**src/rtl/coo_enc_dlk_pkg.sv**
```systemverilog
// Shared types and the round-robin pick helper for the coo_enc deadlock report controller.
package coo_enc_dlk_pkg;

  typedef enum logic [0:0] {ST_IDLE, ST_REPORT} dlk_state_e;

  localparam int MAX_MON = 32;

  // First set bit of mask at or above ptr, wrapping at nMon; 0 when the mask is empty.
  function automatic int rr_pick(input logic [MAX_MON-1:0] mask, input int ptr, input int nMon);
    int pick;
    int j;
    logic found;
    pick  = 0;
    found = 1'b0;
    for (int i = 0; i < MAX_MON; i++) begin
      if (i < nMon && !found) begin
        j = (ptr + i) % nMon;
        if (mask[j]) begin
          pick  = j;
          found = 1'b1;
        end
      end
    end
    return pick;
  endfunction

endpackage

```
**src/rtl/coo_enc_dlk_persist_cnt.sv**
```systemverilog
// Persistence filter for one monitor: confirms after THRESH consecutive blocked cycles.
module coo_enc_dlk_persist_cnt #(
  parameter int THRESH = 16,
  parameter int CNT_W  = 8
) (
  input  logic clock,
  input  logic reset,
  input  logic clr,
  input  logic en,
  input  logic block,
  input  logic hold,
  output logic confirm
);

  localparam logic [CNT_W-1:0] LAST = CNT_W'(THRESH - 1);

  logic [CNT_W-1:0] cnt_q;
  logic [CNT_W-1:0] cnt_d;

  always_comb begin
    cnt_d = cnt_q;
    if (clr || !en || !block || hold) begin
      cnt_d = '0;
    end else if (cnt_q != '1) begin
      cnt_d = cnt_q + 1'b1;
    end
  end

  always_ff @(posedge clock) begin
    if (reset) begin
      cnt_q <= '0;
    end else begin
      cnt_q <= cnt_d;
    end
  end

  // Fires only on the edge that completes the THRESH-th consecutive blocked cycle.
  assign confirm = en && block && !hold && (cnt_q == LAST);

endmodule

```
**src/rtl/coo_enc_deadlock_report_ctrl.sv**
```systemverilog
// Filters monitor block flags, reports confirmed monitors round-robin and keeps a sticky deadlock flag.
module coo_enc_deadlock_report_ctrl
  import coo_enc_dlk_pkg::*;
#(
  parameter  int NUM_MON = 4,
  parameter  int THRESH  = 16,
  parameter  int CNT_W   = 8,
  localparam int IDX_W   = $clog2(NUM_MON)
) (
  input  logic               clock,
  input  logic               reset,
  input  logic               enable,
  input  logic               clear,
  input  logic [NUM_MON-1:0] mon_block,
  output logic               rpt_valid,
  input  logic               rpt_ready,
  output logic [IDX_W-1:0]   rpt_idx,
  output logic [NUM_MON-1:0] pending,
  output logic               deadlock
);

  dlk_state_e         state_q, state_d;
  logic [NUM_MON-1:0] pending_q, pending_d;
  logic [NUM_MON-1:0] reported_q, reported_d;
  logic               deadlock_q, deadlock_d;
  logic [IDX_W-1:0]   rr_ptr_q, rr_ptr_d;
  logic [IDX_W-1:0]   rpt_idx_q, rpt_idx_d;
  logic               rpt_valid_q, rpt_valid_d;
  logic [NUM_MON-1:0] confirm;
  logic [NUM_MON-1:0] hs_mask;
  logic [MAX_MON-1:0] mask_ext;
  logic               handshake;

  for (genvar g = 0; g < NUM_MON; g++) begin : g_cnt
    coo_enc_dlk_persist_cnt #(
      .THRESH (THRESH),
      .CNT_W  (CNT_W)
    ) u_cnt (
      .clock   (clock),
      .reset   (reset),
      .clr     (clear),
      .en      (enable),
      .block   (mon_block[g]),
      .hold    (reported_q[g]),
      .confirm (confirm[g])
    );
  end

  always_ff @(posedge clock) begin
    if (reset) begin
      state_q <= ST_IDLE;
    end else begin
      state_q <= state_d;
    end
  end

  always_comb begin
    state_d = state_q;
    if (clear) begin
      state_d = ST_IDLE;
    end else begin
      case (state_q)
        ST_IDLE:   if (|pending_q) state_d = ST_REPORT;
        ST_REPORT: if (rpt_ready)  state_d = ST_IDLE;
        default:   state_d = ST_IDLE;
      endcase
    end
  end

  // Clear wins over everything, including a handshake or confirmation in the same cycle.
  always_comb begin
    pending_d   = pending_q;
    reported_d  = reported_q;
    deadlock_d  = deadlock_q;
    rr_ptr_d    = rr_ptr_q;
    rpt_idx_d   = rpt_idx_q;
    rpt_valid_d = rpt_valid_q;
    hs_mask     = '0;
    mask_ext    = '0;
    mask_ext[NUM_MON-1:0] = pending_q;
    handshake   = (state_q == ST_REPORT) && rpt_valid_q && rpt_ready && !clear;
    if (handshake) hs_mask[rpt_idx_q] = 1'b1;
    if (clear) begin
      pending_d   = '0;
      reported_d  = '0;
      deadlock_d  = 1'b0;
      rpt_valid_d = 1'b0;
    end else begin
      pending_d  = (pending_q | confirm) & ~hs_mask;
      reported_d = reported_q | hs_mask;
      deadlock_d = deadlock_q | (|confirm);
      if (state_q == ST_IDLE && |pending_q) begin
        rpt_idx_d   = IDX_W'(rr_pick(mask_ext, int'(rr_ptr_q), NUM_MON));
        rpt_valid_d = 1'b1;
      end
      if (handshake) begin
        rr_ptr_d    = (rpt_idx_q == IDX_W'(NUM_MON - 1)) ? '0 : rpt_idx_q + 1'b1;
        rpt_valid_d = 1'b0;
      end
    end
  end

  always_ff @(posedge clock) begin
    if (reset) begin
      pending_q   <= '0;
      reported_q  <= '0;
      deadlock_q  <= 1'b0;
      rr_ptr_q    <= '0;
      rpt_idx_q   <= '0;
      rpt_valid_q <= 1'b0;
    end else begin
      pending_q   <= pending_d;
      reported_q  <= reported_d;
      deadlock_q  <= deadlock_d;
      rr_ptr_q    <= rr_ptr_d;
      rpt_idx_q   <= rpt_idx_d;
      rpt_valid_q <= rpt_valid_d;
    end
  end

  assign rpt_valid = rpt_valid_q;
  assign rpt_idx   = rpt_idx_q;
  assign pending   = pending_q;
  assign deadlock  = deadlock_q;

endmodule

```
**config.mk**
```make
export PLATFORM = sky130hd
export DESIGN_NAME = coo_enc_deadlock_report_ctrl
export DESIGN_NICKNAME = d
export VERILOG_FILES = /design/src/rtl/coo_enc_dlk_pkg.sv /design/src/rtl/coo_enc_dlk_persist_cnt.sv /design/src/rtl/coo_enc_deadlock_report_ctrl.sv
export SDC_FILE = /design/constraint.sdc
export NUM_CORES = 1
export LEC_CHECK = 0
export BUFFER_PORTS_ARGS = -buffer_cell sky130_fd_sc_hd__clkbuf_2
export CAP_MARGIN = 25
export CORE_ASPECT_RATIO = 1.1
export CORE_MARGIN = 2
export CORE_UTILIZATION = 54
export DETAILED_ROUTE_END_ITERATION = 10
export PLACE_DENSITY = 0.72
export SETUP_SLACK_MARGIN = 0.1
export SLEW_MARGIN = 15
export SYNTH_ARGS = -nofsm -noshare
export SYNTH_HDL_FRONTEND = slang
export SYNTH_HIERARCHICAL = 1
export SYNTH_SLANG_ARGS = --single-unit
export TNS_END_PERCENT = 10
```
**constraint.sdc**
```tcl
create_clock -name clock -period 1.65 [get_ports clock]
set_clock_uncertainty 0.15 [all_clocks]
set_input_delay 0.165 -clock clock [delete_from_list [all_inputs] [get_ports clock]]
set_output_delay 0.165 -clock clock [all_outputs]
set_load 0.01 [all_outputs]
```
==> results summary, run 1 <==
The run finished with clean final reports. The wire length of the first global-routing pass came out at 8638 um. The number of global-route vias before repair is 1942. The total die area is 0.005090 sq mm. Hold repair after CTS inserted 0 buffers. After detailed routing, no signal wire sits above met4. The mean instance size in the synthesized netlist is 8.502 sq um. The total clock sinks came out at 47. Setup repair after global routing could not meet its margin everywhere. The clock tree buffer depth is 2. The classification of the worst setup path is flip-flop to flip-flop. The critical path ends at deadlock$_SDFF_PP0_. The number of buffers added on ports is 16. The area of the core region came out at 0.004317 sq mm. By instance count, the cell type seen most on the critical path is and3_1. The met2 wirelength from detailed routing is 2550 um. The kind of end point of the critical path is a flip-flop. The net count of the mapped netlist is 305. The library cells used most frequently in the layout, excluding fill and tap cells, are dfxtp_1, nor2_1, a21oi_1, nand3_1, nor3_1.

The half-perimeter wire length after detailed placement is 3750 um. The worst hold slack came out at 0.03971 ns. STA classifies the critical path startpoint as a flip-flop. In this run the tightest slew margin relative to its limit is 68.41%. The initial core utilization came out at 56.72%. The gate count after technology mapping came out at 288.

The fill cell instance count of the final layout came out at 384. The register area came out at 943.4 sq um. The fraction of the yosys area taken by sequential cells is 38.43%.

The internal portion of the total power is 1.604 mW. The final setup violation count came out at 0. The reported net switching power is 419.8 uW. The insertion delay to the later sink of the worst-skew pair is 0.30 ns. The count of final hold-check violations came to 0. The flip-flop and latch count after synthesis is 47.

The via count of the routed design came out at 2185. The signal on the critical path passes through ha_2 > and3_1 > and3_1 > nor3_2 > a21oi_1. The violation count after the first detailed-route iteration is 79. Total power for the finished layout comes to 2.023 mW. The total length of routed met3 wires is 159 um. The number of inserted diodes came out at 0. Entering global routing, the biggest net connects 14 pins. In the final layout, the share of cells above drive strength 1 is 18.59%. The final weighted congestion in routability-driven placement is 0.7876. The row count came out at 25. The distinct cell type count of the synthesized netlist is 34.

The number of synthesis warnings is 6. The most common library cell in the layout ignoring fill and taps is dfxtp_1. The maximum achievable frequency is 0.6807 GHz.

The final-report max-slew violation count is 0. The number of iterations in the first detailed-routing pass came out at 4. The CTS tree is built.

The combinational cell fraction of total power is 3.1%. The share of the cycle needed by the critical path after routing is 89.04%. After detailed routing, the total wire length is 5199 um. The clock network accounts for 40.6% of the total power. The required arrival time at the worst endpoint is 1.69 ns.

In this run the number of H-tree levels came out at 2. Dividing the detail-routed wire length by the instance count gives 14.20 um. The endpoint identified for the worst register-to-register timing path is deadlock$_SDFF_PP0_. The total number of nets in the final design is 329. The post-CTS setup-driven buffer insertion count is 0.

In this design, the stage delay of the slowest critical-path cell is 0.34 ns. For the worst flop-to-flop path, the logic depth is 5. The biggest fanout along the worst timing path came out at 5. The worst endpoint data arrival time came out at 1.51 ns.

In the routed design, unresolved DRC markers number 0. The initial antenna violation count is 0. Setup total negative slack on the finished layout was measured at 0 ns. The number of buffers added by the clock tree synthesis step is 5. The worst hold path class is input port to flip-flop. After detailed routing, the wire length on met1 is 2410 um. Summing all multi-input logic gate instances after layout gives 0.001446 sq mm. Setup slack on the worst reg-to-reg path comes out at 0.18 ns.

The residual overflow from global routing came out at 0. The launching instance or port of the critical path is g_cnt[2].u_cnt/cnt_q[0]$_SDFFE_PP0P_. The largest individual stage delay along the critical path comes from the cell dfxtp_1. The worst-case IR drop observed on VDD is 373.5 uV. In this run the horizontal extent of the chip is 68.21 um. The power per unit of standard cell area is 739.1 mW/mm^2. The number of placed I/O pins came out at 17. The clock tree root buffer cell is clkbuf_8. The time the final worst path needs with I/O delays and setup is 1.469 ns. The number of routed nets with antenna violations is 0. The clock edge transition at the registers on the reported setup and hold paths is 0.08 ns. In this run the critical register-to-register path is launched from g_cnt[2].u_cnt/cnt_q[0]$_SDFFE_PP0P_. Per report_power, the sequential group accounts for 56.3% of the total. Dividing the detail-routed via count by the number of cells gives 5.970.

The synthesis-to-finish area growth is 11.80%. The total global-route track usage came out at 22.36%. The leakage power of the design came out at 0.9498 nW. The max-capacitance violation count is 0. In this run the cell area of the synthesized design comes to 0.002449 sq mm.

For the pin with the worst max-slew slack, the measured transition is 0.4695 ns. The share of total power consumed by net switching came out at 20.75%. The die is 74.63 um tall.
-- Yosys cell counts --
master	instances	area, sq um
a211oi_1	4	30.03
a211oi_2	4	50.05
a21boi_0	4	30.03
a21oi_1	24	120.1
a221oi_1	1	8.760
a31oi_1	5	31.28
and2_2	4	30.03
and3_1	8	50.05
and3_4	4	45.04
and3b_1	4	35.03
and4_4	4	45.04
buf_2	4	20.02
clkbuf_1	1	3.750
dfxtp_1	47	940.9
ha_1	8	100.1
inv_1	14	52.55
mux2i_1	10	100.1
nand2_1	13	48.80
nand2_2	1	6.260
nand3_1	24	120.1
nand3b_1	8	60.06
nand4_2	4	50.05
nor2_1	25	93.84
nor2b_1	2	12.51
nor3_1	24	120.1
nor3b_1	4	30.03
nor3b_4	1	18.77
nor4_1	10	62.56
nor4b_1	4	35.03
o21ai_0	14	70.07
o21bai_1	1	7.510
o31ai_1	1	7.510
or2_2	1	6.260
or3_1	1	6.260
-- worst min-delay path by stage --
stage	start	end	slack (ns)	depth (start not counted)
floorplan	reset	rr_ptr_q[0]$_SDFFE_PP0P_	0.09	1
global placement	reported_q[2]$_SDFF_PP0_	reported_q[2]$_SDFF_PP0_	0.31	2
detailed placement	reported_q[2]$_SDFF_PP0_	reported_q[2]$_SDFF_PP0_	0.31	2
CTS	rpt_ready	state_q$_SDFF_PP0_	0.03	4
global route	rpt_ready	state_q$_SDFF_PP0_	0.05	4
finish	rpt_ready	state_q$_SDFF_PP0_	0.04	4
-- routing by layer --
layer  up-vias  GRT usage [%]
met5         -              0
met4         0          8.444
met3         6          4.484
met2        34          37.32
met1      1027          28.49
li1       1118              -
-- stage by stage --
step	setup WS (ns)	area, sq um	cells	util [%]
after floorplan	0.2466	2449	288	-
after global placement	0.1800	2618	359	60.64
after detailed placement	0.1589	2618	359	60.64
after CTS	0.1373	2720	366	63.01
after global routing	0.07823	2738	366	63.42
final	0.1809	2738	366	63.42
-- registers in the layout, summed over array words and instances, names as in the netlist --
register           flops
pending                4
state_q                1
reported_q             4
rpt_valid              1
deadlock               1
rpt_idx                2
rr_ptr_q               2
g_cnt.u_cnt/cnt_q     32
-- cells by family after synthesis --
kind of cell | after synthesis | share of synthesized area, %
simple gates | 146 | 35.77
fa+ha+maj | 8 | 4.088
mux | 10 | 4.088
buf+inv | 19 | 3.117
compound gates | 58 | 14.51
flops | 47 | 38.43
-- worst max-delay path: cells and delay by family, from the launching register on --
kind            cells  cell delay, ns
fa+ha+maj           1            0.22
flops               1            0.34
compound gates      1            0.08
simple gates        3            0.58
-- power groups by stage --
| stage | logic (mW) | registers, mW | clock network, mW |
|---|---|---|---|
| floorplan | 0.0352 | 1.16 | 0 |
| global placement | 0.0617 | 1.17 | 0 |
| detailed placement | 0.0623 | 1.17 | 0 |
| CTS | 0.0627 | 1.14 | 0.843 |
| global route | 0.0704 | 1.14 | 0.883 |
| finish | 0.0628 | 1.14 | 0.822 |
-- area by class of cell --
type | instances | area share (%)
inverters | 14 | 1.920
multi-input cells | 222 | 52.83
well taps | 54 | 2.468
flip-flops and latches | 47 | 34.46
repair buffers | 22 | 4.570
clock inverters | 1 | 1.097
clock buffers | 6 | 2.651
-- what timing repair did --
item	4_1_cts	5_1_grt
hold endpoints to repair	0	0
endpoints found under the setup margin	0	6
gates resized for setup	0	7
(Power assumes the default switching activity.)
==> inputs of run 2 (changes only) <==
--- a/config.mk
+++ b/config.mk
@@ -7,7 +7,7 @@
 export LEC_CHECK = 0
 export BUFFER_PORTS_ARGS = -buffer_cell sky130_fd_sc_hd__clkbuf_2
 export CAP_MARGIN = 25
-export CORE_ASPECT_RATIO = 1.1
+export CORE_ASPECT_RATIO = 0.75
 export CORE_MARGIN = 2
 export CORE_UTILIZATION = 54
 export DETAILED_ROUTE_END_ITERATION = 10
==> run 2 against run 1 <==
Net effect: final cell count grew 1.6%; global-route usage shrank 0.47 points; critical path depth is the same; sequential power is essentially flat; sequential cell count is the same; die area is essentially flat; first-iteration DRC count grew 110%; via count shrank 1.4%.
==> results summary, run 2 (same netlist as run 1, synthesis figures left out) <==
The path class of the tightest hold or removal check is input port to flip-flop. The analysis attributes to cell leakage a power of 0.9625 nW. The library cells used most frequently in the layout, excluding fill and tap cells, are dfxtp_1, nor2_1, a21oi_1, nor3_1, nand3_1. The kind of end point of the critical path is a flip-flop. The share of total power consumed by net switching came out at 21.49%. The total length of routed met3 wires came out at 255 um. The number of cells traversed by the worst hold path is 4. The total placed cells including tap cells came out at 364. The worst setup path is of the flip-flop to flip-flop kind.

The met2 wirelength from detailed routing came out at 2039 um. The worst IR drop on VDD came out at 548.7 uV. The first global-routing pass estimated 8894 um of wire. The total power came out at 1.964 mW. After floorplanning, the core was sized to cover 0.004414 sq mm. The number of buffers added on ports came out at 16. The cell depth of the worst flop-to-flop path came out at 5. The highest layer touched by signal routing is met4. After clock tree synthesis, the clock-pin slew on the worst setup and hold paths is 0.09 ns. The final-report max-slew violation count is 0.

Headroom to the max-slew limit came out at 63.30%. The max-capacitance violation count came out at 0. Clock tree synthesis selected as its root buffer the cell clkbuf_8. The final setup violation count is 0. The register with the most flip-flops is g_cnt.u_cnt/cnt_q.

The initial core utilization is 55.47%. The endpoint identified for the worst register-to-register timing path is deadlock$_SDFF_PP0_. STA classifies the critical path startpoint as a flip-flop. In this run the critical register-to-register path is launched from g_cnt[2].u_cnt/cnt_q[0]$_SDFFE_PP0P_. Of all nets on the critical path, the largest fanout is 5. The worst hold path begins at rpt_ready. The routed layout has 2154 vias. The routed metal-1 wire length came out at 2822 um. The share of total power in the clock network came out at 38.8%. At the later pin of the worst-skew pair, clock insertion delay measures 0.29 ns. The total negative slack for setup checks came out at 0 ns. The post-CTS setup-driven buffer insertion count came out at 0. The register with the most flip-flops in the layout has 32 of them. 0 antenna diodes ended up in the layout.

The initial antenna violation count came to 0. The residual overflow from global routing came out at 0. The worst hold path terminates at state_q$_SDFF_PP0_. The count of final hold-check violations came out at 0. The internal power of the cells totals 1.542 mW. The time the final worst path needs with I/O delays and setup is 1.482 ns. From synthesis to final layout, the design area changed by 12.11%. The maximum achievable frequency came out at 0.6745 GHz.

The clock tree buffer depth came out at 2. The power per unit of standard cell area is 715.6 mW/mm^2. The number of routed nets with antenna violations is 0. Combinational logic is responsible for 3.2% of the overall power. The setup slack of the most critical reg-to-reg path is 0.17 ns.

The horizontal die dimension came out at 81.76 um. The vertical die dimension is 62.32 um. The reported net switching power came out at 422.1 uW.

The slew at the pin with the worst max-slew slack came out at 0.5455 ns. Cells with a size suffix above 1 make up 18.41% of the layout. The violation count after the first detailed-route iteration is 167. The maximum number of pins on one net before global-route repair is 14. The total global-route track usage is 21.89%. The total number of H-tree levels came out at 2. The number of placed I/O pins is 17. The total clock sinks came out at 47.

The number of vias per cell after detailed routing came out at 5.790. The worst endpoint data arrival time came out at 1.52 ns. The final weighted congestion in routability-driven placement is 0.8264.

The DRC violation count after routing came out at 0. The total number of nets in the final design came out at 331. Sequential cells burn 58.0% of the power. TritonCTS created 5 clock buffers. The total die area is 0.005095 sq mm. The share of the cycle needed by the critical path after routing came out at 89.85%.

The non-filler instance count after layout is 372. The required arrival time at the worst endpoint is 1.69 ns. The routed wire length came out at 5159 um. The routed length per placed instance came out at 13.87 um. The most common library cell in the layout ignoring fill and taps is dfxtp_1. The flow ran to the end, and the final reports show no timing, DRC or antenna violations. Setup repair after global routing could not meet its margin everywhere. The number of global-route vias before repair is 1924. The floorplan has 21 rows.

Once detailed placement completed, the half-perimeter wirelength came to 3756 um. TritonCTS built the clock tree. The number of iterations in the first detailed-routing pass is 4.
==> run 2: cell count changes in the layout (fill, tap and decap cells not counted) <==
cell	change
buf_4	+2
clkbuf_8	+2
bufinv_16	-1
dfxtp_1	+1
dfxtp_2	-1
ha_1	+1
ha_2	-1
nor3_1	+1
nor3_2	-1
==> run 2: final cells by class <==
type                       count  area (sq um)
clock buffer                   8         100.1
fill                         389          1669
inverter                      14         52.55
multi-input combinational    222          1439
sequential                    47         942.2
tap                           57         71.32
timing repair buffer          24         140.1
==> run 2: what timing repair did <==
item                                    in CTS  in global routing
endpoints found under the hold margin        0                  0
hold buffers                                 0                  0
endpoints found under the setup margin       0                  8
resized for setup                            0                  4
==> run 2: power by group through the flow <==
stage	sequential, mW	clock [mW]	combinational [mW]
2_1_floorplan	1.16	0	0.0352
3_3_place_gp	1.17	0	0.0630
3_5_place_dp	1.17	0	0.0632
4_1_cts	1.14	0.786	0.0634
5_1_grt	1.14	0.833	0.0713
6_report	1.14	0.762	0.0635
==> run 2: worst max-delay path by stage <==
stage,start,to,slack [ns],depth (start not counted)
global placement,g_cnt[1].u_cnt/cnt_q[0]$_SDFFE_PP0P_,deadlock$_SDFF_PP0_,0.19,5
detailed placement,g_cnt[2].u_cnt/cnt_q[0]$_SDFFE_PP0P_,deadlock$_SDFF_PP0_,0.16,5
global route,g_cnt[3].u_cnt/cnt_q[0]$_SDFFE_PP0P_,pending[3]$_SDFF_PP0_,0.08,5
finish,g_cnt[2].u_cnt/cnt_q[0]$_SDFFE_PP0P_,deadlock$_SDFF_PP0_,0.17,5
CTS,g_cnt[2].u_cnt/cnt_q[0]$_SDFFE_PP0P_,deadlock$_SDFF_PP0_,0.14,5
floorplan,g_cnt[2].u_cnt/cnt_q[0]$_SDFFE_PP0P_,deadlock$_SDFF_PP0_,0.25,5
==> run 2: critical path, cell delays in order (launching register included) <==
cell     delay (ns)
dfxtp_1        0.34
ha_2           0.22
and3_1         0.21
and3_1         0.17
nor3_1         0.20
a21oi_1        0.09
==> run 2: per-layer routing <==
layer	global-route usage, %	up-vias
met5	0	-
met4	6.250	0
met3	4.797	5
met2	29.27	54
met1	34.68	974
li1	-	1121
==> run 2: through the flow <==
stage	setup WS, ns	hold WS, ns	instance area (sq um)	utilization, %
6_report	0.1675	0.02156	2745	62.19
5_1_grt	0.07817	0.02721	2745	62.19
4_1_cts	0.1412	0.01126	2736	61.99
3_5_place_dp	0.1602	0.3021	2636	59.72
3_3_place_gp	0.1889	0.2960	2636	59.72
2_1_floorplan	0.2466	0.08738	2449	-
==> inputs of run 3 (changes only) <==
--- a/config.mk
+++ b/config.mk
@@ -13,6 +13,7 @@
 export DETAILED_ROUTE_END_ITERATION = 10
 export PLACE_DENSITY = 0.72
 export SETUP_SLACK_MARGIN = 0.1
+export SKIP_CTS_REPAIR_TIMING = 1
 export SLEW_MARGIN = 15
 export SYNTH_ARGS = -nofsm -noshare
 export SYNTH_HDL_FRONTEND = slang
==> constraint.sdc (replaced) <==
create_clock -name clock -period 1.5 [get_ports clock]
set_clock_uncertainty 0.15 [all_clocks]
set_input_delay 0.15 -clock clock [delete_from_list [all_inputs] [get_ports clock]]
set_output_delay 0.15 -clock clock [all_outputs]
set_load 0.01 [all_outputs]
==> run 3 against run 2 <==
Net effect: final cell count grew 1.1%; register-to-register slack worse by 0.08 ns; via count increased by 2.6%; die area unchanged; final area up 4.1%; largest power group unchanged; sequential power up 9.6%; setup slack got worse by 0.079 ns; critical path depth decreased by 1.
==> results summary, run 3 (same netlist as run 1, synthesis figures left out) <==
The flow ran to the end, and the final reports show no timing, DRC or antenna violations. The first global-routing pass estimated 8901 um of wire. The tree is rooted in a clkbuf_8.

Entering global routing, the biggest net connects 14 pins. Counting cells, the worst reg-to-reg path comes to 4. The horizontal die dimension came out at 81.76 um. The number of routed nets with antenna violations came out at 0. The initial antenna violation count came out at 0. Counting I/O delays and the setup requirement, the final critical path takes 1.412 ns. After detailed routing, the number of remaining DRC violations is 0.

Along the worst path, the maximum fanout reaches 5. The clock edge transition at the registers on the reported setup and hold paths came out at 0.09 ns. Global routing finished with a remaining overflow of 0. IR analysis of the VDD net gives a maximum drop of 647.0 uV. The leakage power of the design is 0.9839 nW. The final weighted congestion in routability-driven placement is 0.7817. The library cells used most frequently in the layout, excluding fill and tap cells, are dfxtp_1, nor2_1, a21oi_1, nand3_1, nor3_1. The routed length per placed instance is 14.16 um. The fill cell instance count of the final layout is 389. The number of buffers added by the clock tree synthesis step is 5.

The total placed cells including tap cells came out at 368. The classification of the worst setup path is flip-flop to flip-flop. No sink is reached through more buffers than the 2 on the longest clock path. The power per unit of standard cell area came out at 756.8 mW/mm^2. The number of iterations in the first detailed-routing pass came out at 4.

The area taken by multi-input logic gates came out at 0.001511 sq mm. For this design, the slowest cell found on the critical path is dfxtp_2. The final-report max-slew violation count came to 0. The maximum achievable frequency is 0.7084 GHz.

The via count of the routed design is 2211. The non-filler instance count after layout is 376. The total clock sinks is 47.

The half-perimeter wire length after detailed placement is 3759 um. g_cnt.u_cnt/cnt_q holds more flip-flops than any other register. TritonCTS built the clock tree.

The max-capacitance violation count is 0. The total number of nets in the final design came out at 335. The required arrival time at the worst endpoint came out at 1.58 ns. From bottom edge to top edge, the die measures 62.32 um.

The count of final hold-check violations is 0. The kind of end point of the critical path is a flip-flop. The worst endpoint data arrival time is 1.49 ns. The number of vias per cell after detailed routing came out at 5.880. 0 antenna diodes ended up in the layout.

The number of buffers added on ports came out at 16. The post-route netlist has 23.82% of its cells at a drive strength greater than 1. Global routing consumed, over all layers together, 22.29% of the routing resources. The row count is 21. The insertion delay to the later sink of the worst-skew pair came out at 0.30 ns. Setup violations remaining at the end of the flow were counted as 0.

Setup repair after global routing could not meet its margin everywhere. The routed wire length came out at 5325 um. The worst-case headroom to the max-slew limit came out at 77.75%. The total number of H-tree levels came out at 2.

The register area is 953.4 sq um. The initial core utilization is 55.47%. The most common library cell in the layout ignoring fill and taps is dfxtp_1. The number of placed I/O pins is 17.

The register with the most flip-flops in the layout has 32 of them. The slew at the pin with the worst max-slew slack came out at 0.3326 ns. The number of global-route vias before repair is 1866. The total die area came out at 0.005095 sq mm. The worst hold path was traced through 4 stages. STA classifies the critical path startpoint as a flip-flop. The violation count after the first detailed-route iteration came out at 130. The total negative slack for setup checks is 0 ns. The synthesis-to-finish area growth came out at 16.76%. The critical path goes through ha_2 > and3_4 > a211oi_4 > mux2i_1. For this run, the slowest stage of the critical path takes 0.34 ns. The path class of the tightest hold or removal check is input port to flip-flop. The area of the core region is 0.004414 sq mm. The share of the cycle needed by the critical path after routing is 94.10%.
## run 3: worst max-delay path, delay by kind of cell (launching register included)
kind / cells / cell delay (ns)
compound gates: 1 / 0.25
flops: 1 / 0.34
mux: 1 / 0.19
simple gates: 1 / 0.21
fa+ha+maj: 1 / 0.20
## run 3: final cells by class
type	instances	share of cell area, %
multi-input combinational	222	52.87
tap	57	2.495
sequential	47	33.35
inverter	14	1.838
timing repair buffer	28	5.952
clock buffer	8	3.501
## run 3: stage by stage
step / power [mW] / setup WS, ns / hold slack [ns] / cell area (sq um) / utilization, %
finish: 2.164 / 0.08846 / 0.0003719 / 2859 / 64.77
global route: 2.248 / 0.01732 / -0.003277 / 2859 / 64.77
CTS: 2.190 / 0.01850 / -0.005921 / 2769 / 62.73
detailed placement: 1.353 / 0.03894 / 0.3047 / 2669 / 60.46
global placement: 1.353 / 0.05093 / 0.2992 / 2669 / 60.46
floorplan: 1.320 / 0.1116 / 0.07238 / 2451 / -
## run 3: path summary, 6_finish.rpt
kind | startpoint | end | slack (ns)
max | g_cnt[1].u_cnt/cnt_q[0]$_SDFFE_PP0P_ | g_cnt[1].u_cnt/cnt_q[5]$_SDFFE_PP0P_ | 0.09
min | rpt_ready | state_q$_SDFF_PP0_ | 0.0004
max reg2reg | g_cnt[1].u_cnt/cnt_q[0]$_SDFFE_PP0P_ | g_cnt[1].u_cnt/cnt_q[5]$_SDFFE_PP0P_ | 0.09
min reg2reg | reported_q[3]$_SDFF_PP0_ | reported_q[3]$_SDFF_PP0_ | 0.34
## run 3: power breakdown
group | internal (mW) | leakage, nW | switching, mW
clock | 0.421 | 0.0515 | 0.417
combinational | 0.0274 | 0.549 | 0.0449
sequential | 1.25 | 0.383 | 0.00432
## run 3: routing by layer
layer / track usage [%] / share of wire [%] / routed length (um) / vias to the layer above
li1: - / - / - / 1133
met1: 36.76 / 54 / 2850 / 1014
met2: 27.64 / 40 / 2116 / 57
met3: 4.506 / 5.5 / 293 / 7
met4: 8.125 / 1.2 / 64 / 0
met5: 0 / 0 / 0 / -
